### src/rtl/usb_pkg.sv
// Shared USB receive-path types and constants.
package usb_pkg;

   typedef enum logic [1:0] {
      IDLE,
      DATA,
      EOP,
      ABORT
   } rx_state_t;

   localparam logic [7:0] USB_SYNC      = 8'b1000_0000;
   localparam int         USB_STUFF_LEN = 6;

endpackage

### src/rtl/nrzi_bit_decode.sv
// NRZI line-to-bit decode: a bit is 1 when the line level did not change.
module nrzi_bit_decode (
   input  logic clk,
   input  logic rst_n,
   input  logic bit_en,
   input  logic data_in,
   input  logic force_j,
   output logic dec,
   output logic bit_stb
);

   logic prev_line;

   always_ff @(posedge clk or negedge rst_n) begin
      if (!rst_n) begin
         prev_line <= 1'b1;
      end else if (bit_en) begin
         prev_line <= force_j ? 1'b1 : data_in;
      end
   end

   assign dec     = (data_in == prev_line);
   assign bit_stb = bit_en;

endmodule

### src/rtl/nrzi_rx_unstuff.sv
// USB receive NRZI decoder with SYNC hunt, bit unstuffing, EOP framing
// and LSB-first word assembly.
module nrzi_rx_unstuff
   import usb_pkg::*;
#(
   parameter int DATA_W    = 8,
   parameter int STUFF_LEN = USB_STUFF_LEN,
   parameter int SYNC_LEN  = 8,
   parameter logic [SYNC_LEN-1:0] SYNC_PAT = SYNC_LEN'(USB_SYNC)
) (
   input  logic              clk,
   input  logic              rst_n,
   input  logic              bit_en,
   input  logic              data_in,
   input  logic              se0_in,
   output logic [DATA_W-1:0] rx_data,
   output logic              rx_valid,
   output logic              rx_active,
   output logic              sync_det,
   output logic              eop,
   output logic              stuff_err
);

   localparam int BW = (DATA_W > 1) ? $clog2(DATA_W) : 1;
   localparam int OW = $clog2(STUFF_LEN + 1);
   localparam int HW = $clog2(SYNC_LEN + 1);

   rx_state_t         state;
   logic [SYNC_LEN-1:0] hunt;
   logic [HW-1:0]     hunt_cnt;
   logic [BW-1:0]     bit_cnt;
   logic [OW-1:0]     ones_cnt;
   logic [DATA_W-1:0] shreg;

   logic dec;
   logic bit_stb;
   logic force_j;
   logic [SYNC_LEN-1:0] hunt_nxt;
   logic [DATA_W-1:0]   word_nxt;
   logic hunt_full;

   assign force_j   = (state == EOP) && !se0_in;
   assign hunt_nxt  = {dec, hunt[SYNC_LEN-1:1]};
   assign word_nxt  = {dec, shreg[DATA_W-1:1]};
   // Only a register filled since entering IDLE may match.
   assign hunt_full = (hunt_cnt >= HW'(SYNC_LEN - 1));

   nrzi_bit_decode u_dec (
      .clk     (clk),
      .rst_n   (rst_n),
      .bit_en  (bit_en),
      .data_in (data_in),
      .force_j (force_j),
      .dec     (dec),
      .bit_stb (bit_stb)
   );

   always_ff @(posedge clk or negedge rst_n) begin
      if (!rst_n) begin
         state     <= IDLE;
         hunt      <= '0;
         hunt_cnt  <= '0;
         bit_cnt   <= '0;
         ones_cnt  <= '0;
         shreg     <= '0;
         rx_data   <= '0;
         rx_valid  <= 1'b0;
         rx_active <= 1'b0;
         sync_det  <= 1'b0;
         eop       <= 1'b0;
         stuff_err <= 1'b0;
      end else begin
         rx_valid  <= 1'b0;
         sync_det  <= 1'b0;
         eop       <= 1'b0;
         stuff_err <= 1'b0;
         if (bit_stb) begin
            unique case (state)
               IDLE: begin
                  hunt <= hunt_nxt;
                  if (hunt_cnt != HW'(SYNC_LEN))
                     hunt_cnt <= hunt_cnt + 1'b1;
                  if (hunt_full && hunt_nxt == SYNC_PAT) begin
                     sync_det  <= 1'b1;
                     rx_active <= 1'b1;
                     state     <= DATA;
                     bit_cnt   <= '0;
                     ones_cnt  <= OW'(1);
                  end
               end
               DATA: begin
                  if (se0_in) begin
                     state <= EOP;
                  end else if (ones_cnt == OW'(STUFF_LEN)) begin
                     if (dec) begin
                        stuff_err <= 1'b1;
                        state     <= ABORT;
                     end else begin
                        ones_cnt <= '0;
                     end
                  end else begin
                     shreg    <= word_nxt;
                     ones_cnt <= dec ? ones_cnt + 1'b1 : '0;
                     if (bit_cnt == BW'(DATA_W - 1)) begin
                        rx_data  <= word_nxt;
                        rx_valid <= 1'b1;
                        bit_cnt  <= '0;
                     end else begin
                        bit_cnt <= bit_cnt + 1'b1;
                     end
                  end
               end
               EOP: begin
                  if (!se0_in) begin
                     eop       <= 1'b1;
                     rx_active <= 1'b0;
                     state     <= IDLE;
                     hunt      <= '0;
                     hunt_cnt  <= '0;
                  end
               end
               ABORT: begin
                  if (se0_in)
                     state <= EOP;
               end
            endcase
         end
      end
   end

endmodule

### config.mk
export PLATFORM = sky130hd
export DESIGN_NAME = nrzi_rx_unstuff
export DESIGN_NICKNAME = d
export VERILOG_FILES = /design/src/rtl/usb_pkg.sv /design/src/rtl/nrzi_bit_decode.sv /design/src/rtl/nrzi_rx_unstuff.sv
export SDC_FILE = /design/constraint.sdc
export NUM_CORES = 1
export LEC_CHECK = 0
export CAP_MARGIN = 0
export CORE_AREA = 2 2 63 65
export DETAILED_ROUTE_END_ITERATION = 16
export DIE_AREA = 0 0 65 67
export PLACE_DENSITY_LB_ADDON = 0.1
export SYNTH_ARGS = -nofsm -noshare
export SYNTH_HDL_FRONTEND = slang
export SYNTH_SLANG_ARGS = --single-unit
### constraint.sdc
create_clock -name clk -period 2.2 [get_ports clk]
set_input_delay 0.55 -clock clk [delete_from_list [all_inputs] [get_ports clk]]
set_output_delay 0.55 -clock clk [all_outputs]
set_load 0.01 [all_outputs]
# Yosys cells after proc, flatten, opt, wreduce, memory -nomap -nowiden
# Index checks and enable logic that the tools add are counted.
op_classes:
  addsub: 3
  magnitude_cmp: 1
  eq_ne: 17
  n_mux: 43
  n_bitwise: 2
  n_reduce_logical: 14
ops:
  columns: ["cell", "n"]
  rows:
  - ["$mux W3", 9]
  - ["$mux W1", 19]
  - ["$pmux W8 S2", 1]
  - ["$reduce_and A5 Y1", 3]
  - ["$mux W2", 6]
  - ["$ne A2 B2 Y1 const B", 6]
  - ["$pmux W3 S2", 2]
  - ["$reduce_and A4 Y1", 3]
  - ["$ne A3 B3 Y1 const B", 3]
  - ["$eq A8 B8 Y1 const B", 1]
  - ["$mux W4", 2]
  - ["$mux W8", 1]
  - ["$pmux W2 S4", 1]
  - ["$pmux W4 S2", 1]
  - ["$add A3 B1 Y3 const B", 2]
  - ["$eq A3 B3 Y1 const B", 2]
  - ["$reduce_and A6 Y1", 1]
  - ["$add A4 B1 Y4 const B", 1]
  - ["$eq A2 B2 Y1 const B", 2]
  - ["$ge A4 B3 Y1 const B", 1]
  - ["$ne A4 B4 Y1 const B", 1]
  - ["$reduce_bool A2 Y1", 2]
  - ["$reduce_and A3 Y1", 1]
  - ["$eq A2 B1 Y1 const B", 1]
  - ["other kinds (6)", 8]
totals:
  ff_bits: 42
  inputBits: 5
  out_inout_bits: 13
  wordCells: 93

# Logic depth before layout (Yosys ltp)
# Gate-level depths: netlist (run 1).
logic_depth:
  word_depth: 6
  depth_mapped: 7
  depth_no_buf: 6

# By module
# From an unflattened synthesis (run 1), not the netlist that was laid out.
unflattened:
  cells_unflattened: 161
  area_unflattened_um2: 1783.0
by_module_without_submodules:
  columns: ["mod", "n_inst", "cells_each", "area_per_inst_um2", "seq_area_each_um2"]
  rows:
  - ["nrzi_rx_unstuff", 1, 155, 1727.9, 975.9]
  - ["nrzi_bit_decode", 1, 6, 55.1, 26.3]

# Least setup slack after synthesis (run 1)
# OpenSTA, ideal clock, no wires.
synth_path:
  kind: "register to register"
  from: "register ones_cnt[0]"
  to: "register rx_data[0]"
  setup_ns: 0.125
  arrival_time_ns: 1.545
  required_time_ns: 2.075
  slack_ns: 0.531
  path_stages_with_launch: 8
  n_path_buf: 1
  period_less_slack_ns: 1.669
  path_cell_list: "dfrtp_1 inv_1 ha_1 nand2_1 and3_1 buf_2 nand2_2 mux2_2"
synth_via:
  elab_chain_cells: 3
synth_rtl:
  columns: ["element", "line", "text"]
  rows:
  - ["start: declaration", "nrzi_rx_unstuff.sv:32", "logic [OW-1:0] ones_cnt;"]
  - ["start signal: assignment", "nrzi_rx_unstuff.sv:103", "ones_cnt <= dec ? ones_cnt + 1'b1 : '0;"]
  - ["$eq A3 B3 Y1", "nrzi_rx_unstuff.sv:94", "end else if (ones_cnt == OW'(STUFF_LEN)) begin"]
  - ["$not A1 Y1 (no source line)", null, null]
  - ["$reduce_and A5 Y1 (no source line)", null, null]
  - ["end signal: assignment", "nrzi_rx_unstuff.sv:105", "rx_data <= word_nxt;"]
  - ["end: declaration", "nrzi_rx_unstuff.sv:16", "output logic [DATA_W-1:0] rx_data,"]
# Every way passes these cells.
# A chain may end at the register's enable or synchronous reset.

# Final worst setup path (run 1)
layout_path:
  from: "input port se0_in"
  to: "register hunt_cnt[3]"
layout_via:
  elab_chain_cells: 2
layout_rtl:
  columns: ["element", "line", "text"]
  rows:
  - ["start: declaration", "nrzi_rx_unstuff.sv:15", "input logic se0_in,"]
  - ["$ne A2 B2 Y1 (no source line)", null, null]
  - ["$reduce_and A4 Y1 (no source line)", null, null]
  - ["end signal: assignment", "nrzi_rx_unstuff.sv:82", "hunt_cnt <= hunt_cnt + 1'b1;"]
  - ["end: declaration", "nrzi_rx_unstuff.sv:30", "logic [HW-1:0] hunt_cnt;"]
# Every way passes these cells.

==> results.ini, run 1 <==
[clock_network]
cts_hold_buf = 0
cts_tree = done
post-cts-setup-buffers = 0
cts_resized = 0
clock_latency_ps = 280
clockBufferDepth = 2
path_clk_slew_ps = 70
clockRootBuffer = clkbuf_8
cts.sinks = 40
numCtsBuffers = 5
cts.htree.levels = 2

[synth]
syn_nets = 171
synthCells = 160
synth_flop_cell = dfrtp_1
synth_enable_flop_cells = 0
avgSynthCellArea_um2 = 11.12
synth_seq_cells = 40
yosysWarningCount = 0
ys_seq_area_share_pct = 56.33
yosysUniqueCellTypes = 40
mappedNetlistArea_mm2 = 0.001779
synth_area_leaders = dfrtp_1 (55%), mux2_2 (5.7%), nand2_1 (5.3%)
synth_top_area_cell = dfrtp_1
synth_top_cell_area_share_pct = 54.85
async_reset_ff_share_pct = 100.0

[cells_and_area]
drive_above_1_share_pct = 15.43
layout.nets = 199
nFillCells = 304
num_antenna_cells = 0
synthToLayoutAreaGrowth_pct = 19.20

[critical_path]
worstReg2RegEnd = rx_data[5]$_DFFE_PN0P_
cp-end-kind = flip-flop
cp-start-kind = input pin
worstPathRequired_ps = 2410
cp.arrival_ps = 2060
crit_end = hunt_cnt[3]$_DFFE_PN0P_
rr_startpoint = ones_cnt[0]$_DFFE_PN0P_
rr_worst_depth = 6
r2r_setup_slack_ps = 460
crit_path_start = se0_in
cp_max_fo = 7
worstSetupPathType = input pin to flip-flop

[global_route]
grt_antenna_before_repair = 0
grt_pass1_wl_um = 5706
grt_usage_pct = 17.28
grt_max_degree = 41
grt_pass1_vias = 1257
gr-total-overflow = 0

[place]
io_buffers = 17
post-dp-hpwl_um = 2341
dp_slack_ps = 53.95
gp_congestion = 0.9056

[worst_hold_path]
hold_path.class = input pin to async pin

[route]
num_vias = 1280
routed_wirelength_um = 3228
avgRoutedWirePerCell_um = 13.68
first_iter_violations = 132
firstDrtPassIters = 4
drc = 0
antenna_left = 0
via_per_inst = 5.424

[timing]
setup_tns_ps = 0
finalWorstSetupSlack_ps = 350.4
slew-limit-headroom_pct = 67.71
rsz0062_at_grt = false
min_period_ps = 1850
finalClockSkew_ps = 4.684
fmax_mhz = 540.7
finalHoldViolations = 0
slew_violations = 0
final-setup-viol-count = 0
finalCritPeriodShare_pct = 84.07
worstMarginPinSlew_ps = 484.3

[outcome]
outcome = completed

[power_and_ir_drop]
ir_worst_vdd_mv = 0.6773
powerDensity_mw_per_mm2 = 1070
p_leak_uw = 0.001072
p_total_uw = 2269

[die]
die_w_um = 65
fp.dieH_um = 67
die_area_mm2 = 0.004355
io_pins = 18
core_area_mm2 = 0.003606
start_util_pct = 49.34
row_count = 22

[run]
drv_cap = 0

## cell usage in the layout (no fill, tap or decap), types with 2 or more instances in the layout
cell             count
a21oi_1              6
nor2_1               4
nor3_1               5
inv_1                7
nand2_1             25
mux2_2               9
nor2b_1              4
a21o_1               5
o31ai_1              2
dfrtp_1             39
buf_4                8
nor4_1               2
nand3_1              4
a22o_1               9
nand4_1              2
mux2i_1              2
o21ai_0              5
clkbuf_8             5
clkdlybuf4s50_1     16
ha_1                 6
## state kept, by name, indices dropped and copies added (netlist names)
| signal | cells |
|---|---|
| stuff_err | 1 |
| rx_data | 8 |
| bit_cnt | 3 |
| rx_valid | 1 |
| hunt | 7 |
| ones_cnt | 3 |
| rx_active | 1 |
| sync_det | 1 |
| state | 2 |
| shreg | 7 |
| eop | 1 |
| u_dec.prev_line | 1 |
| hunt_cnt | 4 |
## worst min-delay path by stage
stage	end	cells after the start
global placement	shreg[1]$_DFFE_PN0P_	2
global route	rx_data[1]$_DFFE_PN0P_	2
floorplan	bit_cnt[0]$_DFFE_PN0P_	0
detailed placement	shreg[1]$_DFFE_PN0P_	2
CTS	rx_data[6]$_DFFE_PN0P_	2
finish	hunt[2]$_DFFE_PN0P_	2
## per-layer routing
layer  global-route usage (%)  share of wire [%]  vias up
met5                        0                  0        -
met3                    4.054                5.5        4
met2                    28.35                 46       41
met4                    6.383               0.96        0
li1                         -                  -      618
met1                    22.27                 47      617
## report_power, final
group | switching (µW) | total, µW | internal [µW]
registers | 204 | 1150 | 949
clock network | 238 | 452 | 214
logic | 339 | 664 | 324
total | 781 | 2270 | 1490
## worst max-delay path, cell delays in order
cell,delay [ps]
clkdlybuf4s50_1,520
a211o_1,360
or4_1,460
a21oi_1,160
## stage by stage
step	hold slack, ps	cells	cell area, µm²	utilization (%)
after floorplan	254.4	160	1779	-
after global placement	460.2	229	2039	56.56
after detailed placement	465.6	229	2039	56.56
after CTS	333.9	236	2121	58.81
after global routing	356.1	236	2121	58.81
final	315.2	236	2121	58.81
## synthesized netlist by cell type (5+ instances only)
| cell type | instances |
|---|---|
| a21o_1 | 5 |
| nand2_1 | 25 |
| a22o_1 | 9 |
| dfrtp_1 | 39 |
| ha_1 | 6 |
| inv_1 | 7 |
| a21oi_1 | 6 |
| nor3_1 | 5 |
| o21ai_0 | 5 |
| mux2_2 | 9 |
## cells by family after synthesis
family / share of synthesized area [%]
XOR/XNOR: 0.9847
AO/OA/AOI/OAI: 13.71
AND/OR/NAND/NOR: 14.84
buffers and inverters: 3.094
multiplexers: 6.822
adder cells (fa/ha/maj): 4.219
flip-flops: 56.33
## layout make-up
class / count / area (µm²) / share of cell area, %
clock inverter: 2 / 12.51 / 0.5900
multi-input combinational: 108 / 721.9 / 34.04
inverter: 8 / 30.03 / 1.416
sequential: 40 / 1002 / 47.26
clock buffer: 5 / 68.82 / 3.245
timing repair buffer: 25 / 225.2 / 10.62
tap: 48 / 60.06 / 2.832
No activity file was read; power rests on OpenSTA's default activity.
==> run 2, diff against run 1 <==
==> constraint.sdc (replaced) <==
create_clock -name clk -period 1.5 [get_ports clk]
set_input_delay 0.375 -clock clk [delete_from_list [all_inputs] [get_ports clk]]
set_output_delay 0.375 -clock clk [all_outputs]
set_load 0.01 [all_outputs]
==> run 2 against run 1 <==
Compared with the run above: the run now ends with negative setup slack left; sequential share of layout area down 5.6 points; routed wire length up 16%; critical path depth up 1; final cell count up 8.5%; first-iteration DRC count down 30%; combinational power up 110%; core utilization up 8.0 points; cell area up 14%; non-clock buffer count up 19; clock-buffer cell count up 1; critical path type is now flip-flop to flip-flop; critical endpoint is now bit_cnt[2]$_DFFE_PN0P_; largest power group unchanged.
==> results.ini, run 2 (synthesis results as in run 1) <==
[outcome]
outcome = complete, but fails checks  ; was completed
violations = negative setup slack

[clock_network]
clockBufferDepth = 2  ; unchanged
numCtsBuffers = 5  ; unchanged
cts.htree.levels = 2  ; unchanged
cts.sinks = 40  ; unchanged
cts_hold_buf = 0  ; unchanged
path_clk_slew_ps = 70  ; about the same
clock_latency_ps = 290  ; was 280 ps
cts_tree = done  ; unchanged
clockRootBuffer = clkbuf_8  ; unchanged

[route]
num_vias = 1361  ; was 1280
via_per_inst = 5.316  ; was 5.424
first_iter_violations = 92  ; was 132
drc = 0  ; unchanged
firstDrtPassIters = 4  ; unchanged
routed_wirelength_um = 3758  ; was 3228 µm
antenna_left = 0  ; unchanged
avgRoutedWirePerCell_um = 14.68  ; was 13.68 µm

[cells_and_area]
mostFrequentLayoutCell = dfrtp_1  ; unchanged
largest_reg_flops = 8  ; unchanged
num_antenna_cells = 0  ; unchanged
mostFrequentLayoutCells = dfrtp_1 (37), buf_4 (25), nand2_1 (24)  ; was dfrtp_1 (39), nand2_1 (25), clkdlybuf4s50_1 (16)
layout.nets = 218  ; was 199
synthToLayoutAreaGrowth_pct = 35.44  ; was 19.20%
drive_above_1_share_pct = 30.77  ; was 15.43%
top_register = rx_data  ; unchanged
utilization_pct = 66.83  ; was 58.81%
largestRegisters = rx_data (8), hunt (7), shreg (7)  ; unchanged

[power_and_ir_drop]
internal_power_uw = 2608  ; was 1488 µW
powerDensity_mw_per_mm2 = 1619  ; was 1070 mW/mm²
swShare_pct = 33.15  ; was 34.41%
clkPwrFrac_pct = 21.8  ; was 19.9%
switchingPower_uw = 1294  ; was 780.6 µW
ir_worst_vdd_mv = 0.7998  ; was 0.6773 mV
p_total_uw = 3902  ; was 2269 µW
pwr-share-seq_pct = 43.2  ; was 50.8%
p_leak_uw = 0.001287  ; was 0.001072 µW
combPwrFrac_pct = 35.0  ; was 29.2%

[global_route]
grt_pass1_wl_um = 6568  ; was 5706 µm
grt_antenna_before_repair = 0  ; unchanged
grt_pass1_vias = 1380  ; was 1257
grt_max_degree = 25  ; was 41
grt_usage_pct = 20.45  ; was 17.28%
gr-total-overflow = 0  ; unchanged

[die]
core_area_mm2 = 0.003606  ; unchanged
io_pins = 18  ; unchanged
fp.dieH_um = 67  ; unchanged
row_count = 22  ; unchanged
start_util_pct = 49.34  ; unchanged
die_area_mm2 = 0.004355  ; unchanged
die_w_um = 65  ; unchanged

[critical_path]
worstReg2RegEnd = bit_cnt[2]$_DFFE_PN0P_  ; was rx_data[5]$_DFFE_PN0P_
rr_worst_depth = 5  ; was 6
cp_max_fo = 3  ; was 7
r2r_setup_slack_ps = -2  ; was 460 ps
crit_end = bit_cnt[2]$_DFFE_PN0P_  ; was hunt_cnt[3]$_DFFE_PN0P_
rr_startpoint = hunt[7]$_DFFE_PN0P_  ; was ones_cnt[0]$_DFFE_PN0P_
worstPathRequired_ps = 1680  ; was 2410 ps
cp-start-kind = flip-flop  ; was input pin
worstSetupPathType = flip-flop to flip-flop  ; was input pin to flip-flop
cp-end-kind = flip-flop  ; unchanged
crit_path_start = hunt[7]$_DFFE_PN0P_  ; was se0_in
cp.arrival_ps = 1680  ; was 2060 ps

[timing]
slew-limit-headroom_pct = 72.70  ; was 67.71%
finalHoldViolations = 0  ; unchanged
final-setup-viol-count = 2  ; was 0
setup_tns_ps = -2.736  ; was 0 ps
slew_violations = 0  ; unchanged
fmax_mhz = 665.9
min_period_ps = 1502
fin_hold_ws_ps = 6.215  ; was 315.2 ps
worstMarginPinSlew_ps = 409.5  ; was 484.3 ps
finalCritPeriodShare_pct = 100.1
rsz0062_at_grt = true  ; was false
finalClockSkew_ps = 6.987  ; was 4.684 ps
finalWorstSetupSlack_ps = -1.716  ; was 350.4 ps

[place]
gp_congestion = 0.8084  ; was 0.9056
dp_slack_ps = -447.5  ; was 53.95 ps
io_buffers = 17  ; unchanged
post-dp-hpwl_um = 2792  ; was 2341 µm

[worst_hold_path]
hold_path.class = input pin to async pin  ; unchanged

[run]
drv_cap = 0  ; unchanged

run 2: cell count changes in the layout (fill, tap and decap cells not counted), moves of 2 or more:
| cell | change |
|---|---|
| ha_1 | -2 |
| mux2_4 | +8 |
| nor4_1 | -2 |
| dfrtp_1 | -2 |
| mux2_2 | -8 |
| nor4_2 | +2 |
| dlygate4sd2_1 | +16 |
| buf_12 | +2 |
| o21ai_0 | -2 |
| dfrtp_2 | +2 |
| buf_4 | +17 |
| clkdlybuf4s50_1 | -16 |
run 2: critical path, cell delays in order (launching register included):
cell     delay, ps
dfrtp_1        390
nor4_2         290
buf_4          160
a41o_1         230
nand3_2        120
a22o_1         200
run 2: timing repair:
item / in CTS / in global routing
cloned: 0 / 0
endpoints found under the setup margin: 39 / 23
gates resized for setup: 24 / 8
setup buffers: 0 / 1
pin swaps: 0 / 3
run 2: worst min path at each step:
stage                                         to  slack (ps)  cells past startpoint
after floorplan           bit_cnt[0]$_DFFE_PN0P_          80                      0
after global placement       hunt[6]$_DFFE_PN0P_         330                      1
after detailed placement     hunt[6]$_DFFE_PN0P_         330                      1
after CTS                    hunt[6]$_DFFE_PN0P_           8                      1
after global routing         hunt[6]$_DFFE_PN0P_          20                      1
final                        hunt[6]$_DFFE_PN0P_           6                      1
run 2: cell type report:
class / instances / area, µm²
clock buffers: 6 / 72.57
clock inverters: 2 / 35.03
fillers: 305 / 1196
inverters: 8 / 30.03
multi-input cells: 108 / 834.6
flip-flops and latches: 40 / 1005
well taps: 48 / 60.06
repair buffers: 44 / 372.9
run 2: routing by layer:
layer	up-vias	wire length [µm]	track usage, %
li1	659	-	-
met1	673	1690	25.44
met2	22	1855	33.38
met3	7	140	5.236
met4	0	72	9.574
met5	-	0	0
run 2: power by group through the flow:
| stage | clock network (µW) | logic (µW) | registers [µW] |
|---|---|---|---|
| global route | 927 | 1530 | 1730 |
| CTS | 878 | 1320 | 1670 |
| global placement | 0 | 1210 | 1650 |
| floorplan | 0 | 787 | 1610 |
| finish | 851 | 1370 | 1680 |
| detailed placement | 0 | 1280 | 1680 |
run 2: through the flow:
| stage | area (µm²) | std cells |
|---|---|---|
| floorplan | 1846 | 160 |
| global placement | 2253 | 247 |
| detailed placement | 2253 | 247 |
| CTS | 2374 | 255 |
| global route | 2410 | 256 |
| finish | 2410 | 256 |
==> run 3, diff against run 2 <==
--- a/config.mk
+++ b/config.mk
@@ -9,6 +9,7 @@
 export CORE_AREA = 2 2 63 65
 export DETAILED_ROUTE_END_ITERATION = 16
 export DIE_AREA = 0 0 65 67
+export GPL_TIMING_DRIVEN = 0
 export PLACE_DENSITY_LB_ADDON = 0.1
 export SYNTH_ARGS = -nofsm -noshare
 export SYNTH_HDL_FRONTEND = slang
==> run 3 against run 2 <==
Compared with the run above: combinational power about the same; core utilization fell by 0.87 points; register-to-register slack about the same; sequential cell count is the same; the run still ends with negative setup slack left; total power shrank 2.6%; cell area fell by 1.3%; sequential power about the same.
==> results.ini, run 3 (synthesis results as in run 1) <==
[timing]
finalCritPeriodShare_pct = 100.8  ; was 100.1%
rsz0062_at_grt = true  ; unchanged
fin_hold_ws_ps = 204.5  ; was 6.215 ps
finalClockSkew_ps = 3.159  ; was 6.987 ps
finalWorstSetupSlack_ps = -12.66  ; was -1.716 ps
final-setup-viol-count = 1  ; was 2
slew-limit-headroom_pct = 41.24  ; was 72.70%
slew_violations = 0  ; unchanged
finalHoldViolations = 0  ; unchanged
min_period_ps = 1513  ; was 1502 ps
worstMarginPinSlew_ps = 881.5  ; was 409.5 ps
fmax_mhz = 661.1  ; was 665.9 MHz

[power_and_ir_drop]
powerDensity_mw_per_mm2 = 1598  ; was 1619 mW/mm²
p_total_uw = 3801  ; was 3902 µW
ir_worst_vdd_mv = 0.9063  ; was 0.7998 mV
p_leak_uw = 0.001276  ; was 0.001287 µW

[worst_hold_path]
hold_path.class = input pin to async pin  ; unchanged

[critical_path]
cp_max_fo = 3  ; unchanged
crit_path_start = hunt[1]$_DFFE_PN0P_  ; was hunt[7]$_DFFE_PN0P_
rr_worst_depth = 4  ; was 5
cp-start-kind = flip-flop  ; unchanged
rr_startpoint = hunt[1]$_DFFE_PN0P_  ; was hunt[7]$_DFFE_PN0P_
cp.arrival_ps = 1690  ; was 1680 ps
r2r_setup_slack_ps = -10  ; was -2 ps
cp-end-kind = flip-flop  ; unchanged
worstReg2RegEnd = bit_cnt[1]$_DFFE_PN0P_  ; was bit_cnt[2]$_DFFE_PN0P_
worstSetupPathType = flip-flop to flip-flop  ; unchanged
worstPathRequired_ps = 1670  ; was 1680 ps

[route]
routed_wirelength_um = 3627  ; was 3758 µm
via_per_inst = 5.368  ; was 5.316
drc = 0  ; unchanged
dr_wl_met3_um = 115  ; was 140 µm
first_iter_violations = 71  ; was 92
firstDrtPassIters = 4  ; unchanged
met2_length_um = 1778  ; was 1855 µm
highest_layer = met4  ; unchanged
avgRoutedWirePerCell_um = 14.68  ; about the same
num_vias = 1326  ; was 1361
antenna_left = 0  ; unchanged
wl_met1_um = 1652  ; was 1690 µm

[die]
die_area_mm2 = 0.004355  ; unchanged
row_count = 22  ; unchanged
die_w_um = 65  ; unchanged
fp.dieH_um = 67  ; unchanged
core_area_mm2 = 0.003606  ; unchanged
io_pins = 18  ; unchanged
start_util_pct = 49.34  ; unchanged

[global_route]
gr-total-overflow = 0  ; unchanged
grt_usage_pct = 18.94  ; was 20.45%
grt_pass1_vias = 1295  ; was 1380
grt_pass1_wl_um = 6168  ; was 6568 µm
grt_antenna_before_repair = 0  ; unchanged
grt_max_degree = 41  ; was 25

[place]
post-dp-hpwl_um = 2399  ; was 2792 µm
gp_congestion = 0.8621  ; was 0.8084
postPlaceCellArea_mm2 = 0.002071  ; was 0.002253 mm²
io_buffers = 17  ; unchanged

[cells_and_area]
synthToLayoutAreaGrowth_pct = 33.68  ; was 35.44%
top_register = rx_data  ; unchanged
mostFrequentLayoutCell = dfrtp_1  ; unchanged
mostFrequentLayoutCells = dfrtp_1 (38), nand2_1 (24), dlygate4sd2_1 (15)  ; was dfrtp_1 (37), buf_4 (25), nand2_1 (24)
largestRegisters = rx_data (8), hunt (7), shreg (7)  ; unchanged
drive_above_1_share_pct = 30.65  ; was 30.77%
num_antenna_cells = 0  ; unchanged
layout.nets = 209  ; was 218
finalInstanceArea_mm2 = 0.002379  ; was 0.002410 mm²
largest_reg_flops = 8  ; unchanged

[clock_network]
cts.sinks = 40  ; unchanged
clock_latency_ps = 290  ; about the same
clockBufferDepth = 2  ; unchanged
cts.htree.levels = 2  ; unchanged
clockRootBuffer = clkbuf_8  ; unchanged
path_clk_slew_ps = 80  ; was 70 ps
cts_tree = done  ; unchanged
numCtsBuffers = 5  ; unchanged
cts_hold_buf = 0  ; unchanged

[outcome]
outcome = complete, but fails checks  ; unchanged
violations = negative setup slack  ; unchanged

[run]
drv_cap = 0  ; unchanged

-- run 3: changes by cell type in the layout (fill, tap and decap cells not counted), moves of 2 or more --
cell / change
buf_4: -11
nor4_2: -2
buf_6: +2
clkbuf_8: +2
buf_12: -2
nand2_4: +2
-- run 3: critical path, stage by stage, from the launching register on --
cell	delay, ps
dfrtp_1	430
nor4_4	350
a41o_2	320
nand3_4	100
a22o_1	200
-- run 3: layout make-up --
class,instances,area [µm²]
inverter,8,30.03
sequential,40,1003
buffer,3,36.28
clock buffer,6,82.58
multi-input combinational,109,904.6
tap,48,60.06
timing repair buffer,31,251.5
fill,289,1227
clock inverter,2,10.01
-- run 3: layer usage --
layer / vias up / GRT usage (%)
met1: 651 / 23.96
met5: - / 0
li1: 641 / -
met2: 23 / 31.44
met3: 11 / 4.730
met4: 0 / 6.915
-- run 3: worst max path at each step --
| stage | to | slack, ps |
|---|---|---|
| 2_1_floorplan | rx_data[0]$_DFFE_PN0P_ | -30 |
| 3_3_place_gp | hunt_cnt[1]$_DFFE_PN0P_ | -830 |
| 3_5_place_dp | hunt_cnt[0]$_DFFE_PN0P_ | -740 |
| 4_1_cts | hunt_cnt[3]$_DFFE_PN0P_ | -60 |
| 5_1_grt | hunt_cnt[0]$_DFFE_PN0P_ | -80 |
| 6_report | bit_cnt[1]$_DFFE_PN0P_ | -10 |
-- run 3: power breakdown --
group | internal (µW) | total (µW) | switching, µW
logic | 692 | 1370 | 674
clock network | 367 | 734 | 367
registers | 1390 | 1700 | 306
-- run 3: repair_timing --
item,4_1_cts,5_1_grt
setup endpoints to repair,47,17
cloned,1,0
resized for setup,31,15
pin swaps,5,9
setup buffers,12,2
-- run 3: per-stage QoR --
step	worst slack, ps	std cells	TNS [ps]	util (%)
6_report	-12.66	247	-12.66	65.96
5_1_grt	-81.82	247	-458.8	65.96
4_1_cts	-56.75	245	-56.75	63.71
3_5_place_dp	-735.3	225	-17130	57.43
3_3_place_gp	-830.4	225	-48390	57.56
2_1_floorplan	-28.37	160	-226.9	-
